File: config.mk
export PLATFORM = sky130hd
export DESIGN_NAME = key_event_decoder_flat
export DESIGN_NICKNAME = d
export VERILOG_FILES = /design/src/rtl/key_event_if.sv /design/src/rtl/key_event_decoder.sv /design/src/flat_wrapper.sv
export SDC_FILE = /design/constraint.sdc
export NUM_CORES = 1
export LEC_CHECK = 0
export ABC_AREA = 1
export ABC_CLOCK_PERIOD_IN_PS = 2900
export CORE_MARGIN = 4
export CORE_UTILIZATION = 60
export CTS_CLUSTER_DIAMETER = 120
export DETAILED_ROUTE_END_ITERATION = 8
export GPL_ROUTABILITY_DRIVEN = 0
export PLACE_DENSITY = 0.81
export SKIP_CTS_REPAIR_TIMING = 1
export SYNTH_ARGS = -nofsm -noshare
export SYNTH_HDL_FRONTEND = slang
export SYNTH_SLANG_ARGS = --single-unit
File: constraint.sdc
create_clock -name clk -period 2.9 [get_ports clk]
set_clock_uncertainty 0.15 [all_clocks]
set_input_delay 0.58 -clock clk [delete_from_list [all_inputs] [get_ports clk]]
set_output_delay 0.58 -clock clk [all_outputs]
set_load 0.005 [all_outputs]
File: src/rtl/key_event_if.sv
// Event stream from key_event_decoder to the menu/command FSM.
// A valid/ready handshake carrying the key index and the event type.
interface key_event_if;
    logic       ev_valid;
    logic       ev_ready;
    logic [2:0] ev_code;
    logic [1:0] ev_type;

    modport master (output ev_valid, output ev_code, output ev_type, input ev_ready);
    modport slave  (input ev_valid, input ev_code, input ev_type, output ev_ready);
endinterface

File: src/rtl/key_event_decoder.sv
// Turns debounced press/release ticks into queued SHORT/LONG/REPEAT key events.
// Define KEY_AUTOREPEAT_EN to emit REPEAT events while a key stays held after LONG.
module key_event_decoder #(
    parameter int LONG_CYCLES   = 50_000_000,
    parameter int REPEAT_CYCLES = 10_000_000,
    parameter int FIFO_DEPTH    = 4
) (
    input  logic        clk,
    input  logic        reset,
    input  logic        neg_tick,
    input  logic        pos_tick,
    input  logic [2:0]  kcode,
    key_event_if.master ev,
    output logic        key_held,
    output logic        overflow
);

    localparam int CNT_MAX = (LONG_CYCLES > REPEAT_CYCLES) ? LONG_CYCLES : REPEAT_CYCLES;
    localparam int CNT_W   = (CNT_MAX > 1) ? $clog2(CNT_MAX) : 1;
    localparam int PTR_W   = (FIFO_DEPTH > 1) ? $clog2(FIFO_DEPTH) : 1;

    localparam logic [CNT_W-1:0] LONG_LAST = CNT_W'(LONG_CYCLES - 1);
`ifdef KEY_AUTOREPEAT_EN
    localparam logic [CNT_W-1:0] REP_LAST  = CNT_W'(REPEAT_CYCLES - 1);
    localparam logic [1:0]       EV_REPEAT = 2'b10;
`endif

    localparam logic [1:0] EV_SHORT = 2'b00;
    localparam logic [1:0] EV_LONG  = 2'b01;

    localparam logic [1:0] ST_IDLE    = 2'd0;
    localparam logic [1:0] ST_PRESSED = 2'd1;
    localparam logic [1:0] ST_HELD    = 2'd2;

    function automatic logic [CNT_W-1:0] sat_inc(input logic [CNT_W-1:0] v);
        return (v == {CNT_W{1'b1}}) ? v : v + 1'b1;
    endfunction

    logic [1:0]       r_state;
    logic [CNT_W-1:0] r_cnt;
    logic [2:0]       r_held_code;

    logic [1:0]       w_state_nxt;
    logic [CNT_W-1:0] w_cnt_nxt;
    logic             w_push;
    logic [1:0]       w_ptype;
    logic             w_rel;

    // Only a release of the key that started the press counts.
    assign w_rel = pos_tick && (kcode == r_held_code);

    always_comb begin
        w_state_nxt = r_state;
        w_cnt_nxt   = r_cnt;
        w_push      = 1'b0;
        w_ptype     = EV_SHORT;
        case (r_state)
            ST_IDLE: begin
                if (neg_tick) begin
                    w_state_nxt = ST_PRESSED;
                    w_cnt_nxt   = '0;
                end
            end
            ST_PRESSED: begin
                if (w_rel) begin
                    w_push      = 1'b1;
                    w_ptype     = EV_SHORT;
                    w_state_nxt = ST_IDLE;
                end else if (r_cnt == LONG_LAST) begin
                    w_push      = 1'b1;
                    w_ptype     = EV_LONG;
                    w_cnt_nxt   = '0;
                    w_state_nxt = ST_HELD;
                end else begin
                    w_cnt_nxt = sat_inc(r_cnt);
                end
            end
            ST_HELD: begin
                if (w_rel) begin
                    w_state_nxt = ST_IDLE;
                end else begin
`ifdef KEY_AUTOREPEAT_EN
                    if (r_cnt == REP_LAST) begin
                        w_push    = 1'b1;
                        w_ptype   = EV_REPEAT;
                        w_cnt_nxt = '0;
                    end else begin
                        w_cnt_nxt = sat_inc(r_cnt);
                    end
`else
                    w_cnt_nxt = r_cnt;
`endif
                end
            end
            default: begin
                w_state_nxt = ST_IDLE;
                w_cnt_nxt   = '0;
            end
        endcase
    end

    always_ff @(posedge clk) begin
        if (reset) begin
            r_state <= ST_IDLE;
            r_cnt   <= '0;
        end else begin
            r_state <= w_state_nxt;
            r_cnt   <= w_cnt_nxt;
        end
    end

    always_ff @(posedge clk) begin
        if (r_state == ST_IDLE && neg_tick) begin
            r_held_code <= kcode;
        end
    end

    assign key_held = (r_state != ST_IDLE);

    // Event FIFO, first-word-fall-through: head is visible as soon as it is written.
    logic [4:0]       r_mem [FIFO_DEPTH];
    logic [PTR_W-1:0] r_wr;
    logic [PTR_W-1:0] r_rd;
    logic [PTR_W:0]   r_count;
    logic             r_overflow;

    logic w_full;
    logic w_pop;
    logic w_wr_en;

    assign w_full  = (r_count == (PTR_W + 1)'(FIFO_DEPTH));
    assign w_pop   = ev.ev_valid && ev.ev_ready;
    assign w_wr_en = w_push && (!w_full || w_pop);

    always_ff @(posedge clk) begin
        if (reset) begin
            r_wr       <= '0;
            r_rd       <= '0;
            r_count    <= '0;
            r_overflow <= 1'b0;
        end else begin
            if (w_wr_en) begin
                r_wr <= r_wr + 1'b1;
            end
            if (w_pop) begin
                r_rd <= r_rd + 1'b1;
            end
            case ({w_wr_en, w_pop})
                2'b10:   r_count <= r_count + 1'b1;
                2'b01:   r_count <= r_count - 1'b1;
                default: r_count <= r_count;
            endcase
            if (w_push && w_full && !w_pop) begin
                r_overflow <= 1'b1;
            end
        end
    end

    always_ff @(posedge clk) begin
        if (w_wr_en) begin
            r_mem[r_wr] <= {r_held_code, w_ptype};
        end
    end

    // Head fields are forced to zero while empty so stale entries never show.
    assign ev.ev_valid = (r_count != '0);
    assign ev.ev_code  = ev.ev_valid ? r_mem[r_rd][4:2] : 3'd0;
    assign ev.ev_type  = ev.ev_valid ? r_mem[r_rd][1:0] : 2'd0;
    assign overflow    = r_overflow;

endmodule

File: src/flat_wrapper.sv
// flat-port wrapper written by rule: the top's interface ports become plain ports
module key_event_decoder_flat 
#(
    parameter int LONG_CYCLES   = 50_000_000,
    parameter int REPEAT_CYCLES = 10_000_000,
    parameter int FIFO_DEPTH    = 4
)
  (clk, reset, neg_tick, pos_tick, kcode, key_held, overflow, ev_ev_valid, ev_ev_code, ev_ev_type, ev_ev_ready);
  key_event_if ev_i ();
  input  logic clk;
  input  logic reset;
  input  logic neg_tick;
  input  logic pos_tick;
  input  logic [2:0] kcode;
  output logic key_held;
  output logic overflow;
  output wire logic [$bits(ev_i.ev_valid)-1:0] ev_ev_valid;
  output wire logic [$bits(ev_i.ev_code)-1:0] ev_ev_code;
  output wire logic [$bits(ev_i.ev_type)-1:0] ev_ev_type;
  input wire logic [$bits(ev_i.ev_ready)-1:0] ev_ev_ready;
  assign ev_ev_valid = ev_i.ev_valid;
  assign ev_ev_code = ev_i.ev_code;
  assign ev_ev_type = ev_i.ev_type;
  assign ev_i.ev_ready = ev_ev_ready;
  key_event_decoder #(.LONG_CYCLES(LONG_CYCLES), .REPEAT_CYCLES(REPEAT_CYCLES), .FIFO_DEPTH(FIFO_DEPTH)) u_core (.clk(clk), .reset(reset), .neg_tick(neg_tick), .pos_tick(pos_tick), .kcode(kcode), .ev(ev_i), .key_held(key_held), .overflow(overflow));
endmodule
==> reports/qor.yml, run 1 <==
post-route-period-util: 0.948
synth.distinct_cells: 36
grt_overflow_total: 0
coreArea_sq_um: 5200
cts-buffers-inserted: 9
cts.sinks: 57
avgRoutedWirePerCell_um: 13.2
reg2reg_from: "u_core.r_cnt[0]"
finalWirelength_mm: 7.26
via_count: 2899
post_route_cells_drive_above_1_share: 0.133
clk_latency_ps: 340
r2r_setup_slack_ps: 150
timing.critical_path.arrival_ps: 2820
critPathKind: "register to register"
crit_start: "u_core.r_cnt[0]"
n_fill_cell: 421
synth-async-reset-ratio: 0
vias_per_cell: 5.25
synth_edf_count: 19
synth_flop_cell: "dfxtp_1"
fin_setup_tns_ps: 0
flow.area_growth_from_synthesis_pct: 12.5
largest_net_degree_at_the_start_of_global_routing: 16
grt_setup_unrepaired: "no"
synth_fa_ha_area_frac: 0.0251
dpl.hpwl_mm: 5.34
remaining_drc_errors: 0
power.density_cell_area_nw_per_um2: 563
grt_pass1_wl_mm: 12.3
first_drt_iteration_drcs: 163
antenna_cells_inserted: 0
setup_ws_post_layout_ps: 150
postSynthAreaPerCell_sq_um: 7.26
max_freq_ghz: 0.364
multiInputGateArea_sq_um: 1650
drv_cap: 0
ctsLongestPathBuffers: 2
cp.required_ps: 2980
max_stage_delay_ps: 400
ios: 16
leakagePower_nw: 1.38
finalMaxSlewViolations: 0
detailedRoute.firstPassIterationCount: 4
post_synth_inst_count: 454
core.rowCount: 26
synth-simple-area-share: 0.368
port_buffers: 14
hold_class: "register to register"
tritoncts: "done"
design.final.nets: 491
ff_latch_area_sq_um: 1330
synthesis.nets: 468
synth_compound_area_frac: 0.0896
h_tree_depth: 3
synth-seq-cells: 57
design_power_total_mw: 2.09
synth_area_sq_um: 3300
run_status: "completed"
fin_cells: 552
worst-r2r-cell-count: 15
cts_root_buf: "clkbuf_8"
drt.antenna.violating_nets: 0
groute.usage.overall: 0.241
post_placement_cell_count: 536
path_cells: "ha_1 -> nand2_2 -> nor2_4 -> inv_2 -> nor2_1 -> nand3_2 -> nand2_2 -> nand2_4 -> nand2_4 -> inv_1 -> fa_1 -> inv_1 -> nand4_1 -> a21oi_1 -> nor2_1"
worstPathMaxFanout: 7
synth_top_family_by_area: "simple AND/OR/NAND/NOR gates"
via_count_of_the_first_global_routing_pass: 2796
number_of_endpoints_with_negative_hold_slack_in_the_final_report: 0
setup.worst_path.end: "u_core.r_count[2]"
die_h_um: 82.1
die_w_um: 82.1
dp_slack_ps: -0.797
critPathLaunchType: "register"
design.die.area_sq_um: 6740
finalWorstPathRequiredPeriod_ps: 2750
muxShareOfSynthArea: 0
synthesis.yosys.warnings: 0
setup_viol: 0
initial_core_util: 0.633
synth-seq-area-share: 0.404
grt_antenna_before_repair: 0
worstReg2RegEnd: "u_core.r_count[2]"
cts.clk_slew.worst_paths_ps: 70
synth_xor_area_frac: 0.0159
cpMaxStageDelayCell: "dfxtp_1"
peakVddDrop_mv: 0.361
end_kind: "register"
-- stage by stage --
stage,instance area (sq um),util,hold WS [ps]
global route,3710,0.713,373
floorplan,3300,-,286
detailed placement,3510,0.675,315
CTS,3710,0.713,326
global placement,3510,0.675,302
finish,3710,0.713,323
-- worst max-delay path: cells and delay by family, from the launching register on --
| family | cells | cell delay [ps] |
|---|---|---|
| adder cells (fa/ha/maj) | 2 | 690 |
| AO/OA/AOI/OAI | 1 | 170 |
| flip-flops | 1 | 400 |
| buffers and inverters | 3 | 210 |
| AND/OR/NAND/NOR | 9 | 990 |
-- cell families after synthesis --
kind of cell,after synthesis
other cells,1
flops,57
compound gates,53
buf+inv,71
xor+xnor,6
simple gates,260
fa+ha+maj,6
-- worst min path at each step --
stage	slack (ps)	cells after the start	endpoint	start
5_1_grt	370	2	register	u_core.r_rd[1]
3_5_place_dp	310	2	u_core.overflow	u_core.overflow
3_3_place_gp	300	2	u_core.overflow	u_core.overflow
4_1_cts	330	2	register	u_core.r_rd[1]
6_report	320	2	u_core.overflow	u_core.overflow
2_1_floorplan	290	2	register	u_core.r_rd[1]
-- synth_stat cells (3+ instances only) --
master    number  area [sq um]
a21oi_1       22           110
buf_6          4          45.0
clkbuf_1       3          11.3
dfxtp_1       38           761
edfxtp_1      19           571
ha_1           5          62.6
inv_1         55           206
inv_2          5          18.8
nand2_1       93           349
nand2_2        8          50.1
nand3_1       25           125
nand3_2        4          40.0
nand4_1        9          56.3
nor2_1        88           330
nor2_2        12          75.1
nor2_4         3          33.8
nor3_1         7          35.0
nor3b_1        4          30.0
o21a_1         3          22.5
o21ai_0       19          95.1
o21bai_1       5          37.5
xor2_1         4          35.0
-- cell type report --
| class | count | area share |
|---|---|---|
| timing repair buffer | 23 | 0.0594 |
| clock inverter | 5 | 0.0148 |
| clock buffer | 11 | 0.0381 |
| multi-input combinational | 326 | 0.444 |
| inverter | 60 | 0.0607 |
| tap | 70 | 0.0236 |
| sequential | 57 | 0.359 |
-- power breakdown --
part	internal, mW	switching [mW]
Sequential	0.865	0.0449
Combinational	0.186	0.251
Clock	0.417	0.323
Total	1.47	0.618
-- cell usage in the layout, fill, tap and decap left out, types with 5 or more instances in the layout --
master / Yosys / layout
a21oi_1: 22 / 22
buf_4: 2 / 8
clkbuf_8: 0 / 10
clkdlybuf4s50_1: 0 / 14
dfxtp_1: 38 / 38
edfxtp_1: 19 / 19
ha_1: 5 / 5
inv_1: 55 / 55
inv_2: 5 / 5
nand2_1: 93 / 93
nand2_2: 8 / 8
nand3_1: 25 / 25
nand4_1: 9 / 9
nor2_1: 88 / 88
nor2_2: 12 / 12
nor3_1: 7 / 7
o21ai_0: 19 / 19
o21bai_1: 5 / 5
-- sequential cells by signal, summed over array words and instances, names as in the netlist, named ones only --
register	count
u_core.r_cnt	26
u_core.r_mem	16
u_core.r_count	3
u_core.r_held_code	3
u_core.r_rd	2
u_core.r_state	2
u_core.r_wr	2
u_core.overflow	1
-- metal layers --
layer,global-route usage,vias to the layer above,wire length (um)
li1,-,1489,-
met1,0.273,1325,3070
met2,0.439,70,3720
met3,0.0597,15,340
met4,0.0847,0,127
met5,0,-,0
No activity file was read; power rests on OpenSTA's default activity.
==> run 2, diff against run 1 <==
--- a/config.mk
+++ b/config.mk
@@ -6,7 +6,7 @@
 export NUM_CORES = 1
 export LEC_CHECK = 0
 export ABC_AREA = 1
-export ABC_CLOCK_PERIOD_IN_PS = 2900
+export ABC_CLOCK_PERIOD_IN_PS = 3500
 export CORE_MARGIN = 4
 export CORE_UTILIZATION = 60
 export CTS_CLUSTER_DIAMETER = 120
==> constraint.sdc (replaced) <==
create_clock -name clk -period 3.5 [get_ports clk]
set_clock_uncertainty 0.15 [all_clocks]
set_input_delay 0.7 -clock clk [delete_from_list [all_inputs] [get_ports clk]]
set_output_delay 0.7 -clock clk [all_outputs]
set_load 0.005 [all_outputs]
==> run 2 against run 1 <==
Register-to-register slack gained 630 ps. Sequential share of layout area rose by 0.50 points. Largest power group unchanged. Combinational power decreased by 22%. Die area unchanged. Maximum frequency up 1.0%. Sequential power shrank 17%. Count of clock-buffer cells in the layout rose by 1. Final area down 1.4%.
==> reports/qor.yml, run 2 (same netlist as run 1, synthesis figures left out) <==
run_status: "completed"
cp.required_ps: 3590
post_placement_cell_count: 530
grt_setup_unrepaired: "no"
end_kind: "register"
coreArea_sq_um: 5200
design.die.area_sq_um: 6740
fin_cells: 546
flow.area_growth_from_synthesis_pct: 11.0
power.density_cell_area_nw_per_um2: 477
cts.sinks: 57
cts.clk_slew.worst_paths_ps: 60
tritoncts: "done"
r2r_setup_slack_ps: 780
max_stage_delay_ps: 390
first_drt_iteration_drcs: 176
timing.critical_path.arrival_ps: 2810
ios: 16
layout.core_utilization: 0.703
n_fill_cell: 415
path_cells: "ha_1 -> nand2_2 -> nor2_4 -> inv_2 -> nor2_1 -> nand3_2 -> nand2_2 -> nand2_4 -> nand2_4 -> inv_1 -> fa_1 -> inv_1 -> nand4_1 -> a21oi_1 -> nor2_1"
core.rowCount: 26
largest_registers: "u_core.r_cnt (26), u_core.r_mem (16)"
die_w_um: 82.1
finalWirelength_mm: 7.17
critPathLaunchType: "register"
die_h_um: 82.1
finalWorstPathRequiredPeriod_ps: 2720
remaining_drc_errors: 0
ctsLongestPathBuffers: 2
antenna_cells_inserted: 0
via_count_of_the_first_global_routing_pass: 2756
cpMaxStageDelayCell: "dfxtp_1"
fin_setup_tns_ps: 0
cts-buffers-inserted: 9
postLayoutCellArea_sq_um: 3660
design.final.nets: 485
largest_net_degree_at_the_start_of_global_routing: 19
worstMarginPinSlew_ps: 532
finalMaxSlewViolations: 0
grt_overflow_total: 0
leakagePower_nw: 1.35
worstPathMaxFanout: 9
initial_core_util: 0.633
post_route_cells_drive_above_1_share: 0.113
largest_register_ffs: 26
reg2reg_from: "u_core.r_cnt[0]"
dp_slack_ps: 429
cts_root_buf: "clkbuf_8"
h_tree_depth: 3
drt.antenna.violating_nets: 0
number_of_endpoints_with_negative_hold_slack_in_the_final_report: 0
setup_viol: 0
dpl-instance-area_sq_um: 3450
avgRoutedWirePerCell_um: 13.1
final_hold_slack_ps: 328
max_freq_ghz: 0.367
post-route-period-util: 0.778
clk_latency_ps: 340
mostFrequentLayoutCell: "nand2_1"
dpl.hpwl_mm: 5.22
delay_heaviest_family_cp: "simple AND/OR/NAND/NOR gates"
grt_pass1_wl_mm: 12.2
drv_cap: 0
holdCritStartpoint: "u_core.r_rd[0]"
design_power_total_mw: 1.75
worst-r2r-cell-count: 15
via_count: 2912
vias_per_cell: 5.33
detailedRoute.firstPassIterationCount: 7
setup_ws_post_layout_ps: 778
crit_start: "u_core.r_cnt[0]"
cells_on_worst_hold_path: 1
critPathKind: "register to register"
top_register: "u_core.r_cnt"
critical_path.n_buffers_inverters: 3
mostFrequentLayoutCells: "nand2_1 (93), nor2_1 (88), inv_1 (55)"
groute.usage.overall: 0.245
worstReg2RegEnd: "u_core.r_count[2]"
peakVddDrop_mv: 0.342
hold_class: "register to register"
path_depth: 15
grt_antenna_before_repair: 0
timing.max_slew.rel_slack: 0.644
port_buffers: 14
run 2: cell count changes in the layout (fill, tap and decap cells not counted), sizes merged:
cell / before / now
bufinv: 1 / 2
clkbuf: 11 / 12
buf: 9 / 3
clkinvlp: 2 / 0
run 2: cell type report:
type | instances | area (sq um) | area share
Clock buffer | 12 | 135 | 0.0369
Multi-Input combinational cell | 326 | 1650 | 0.451
Inverter | 60 | 225 | 0.0616
Sequential cell | 57 | 1330 | 0.364
Tap cell | 70 | 87.6 | 0.0239
Clock inverter | 4 | 67.6 | 0.0185
Timing Repair Buffer | 17 | 163 | 0.0445
run 2: power breakdown:
part	switching, mW	leakage (nW)	internal [mW]	total (mW)
logic	0.198	0.762	0.144	0.342
clock network	0.254	0.0997	0.397	0.650
registers	0.0367	0.490	0.717	0.754
run 2: how the worst max path moves through the flow:
stage / end / slack, ps
detailed placement: u_core.r_count[2] / 430
global route: u_core.r_count[2] / 550
finish: u_core.r_count[2] / 780
global placement: u_core.r_count[2] / 510
floorplan: u_core.r_count[2] / 940
CTS: u_core.r_count[2] / 780
run 2: per-layer routing:
layer	up-vias	wire length, um	track usage
met5	-	0	0
met4	0	186	0.126
met3	17	393	0.0510
met2	103	3660	0.444
met1	1313	2930	0.267
li1	1479	-	-
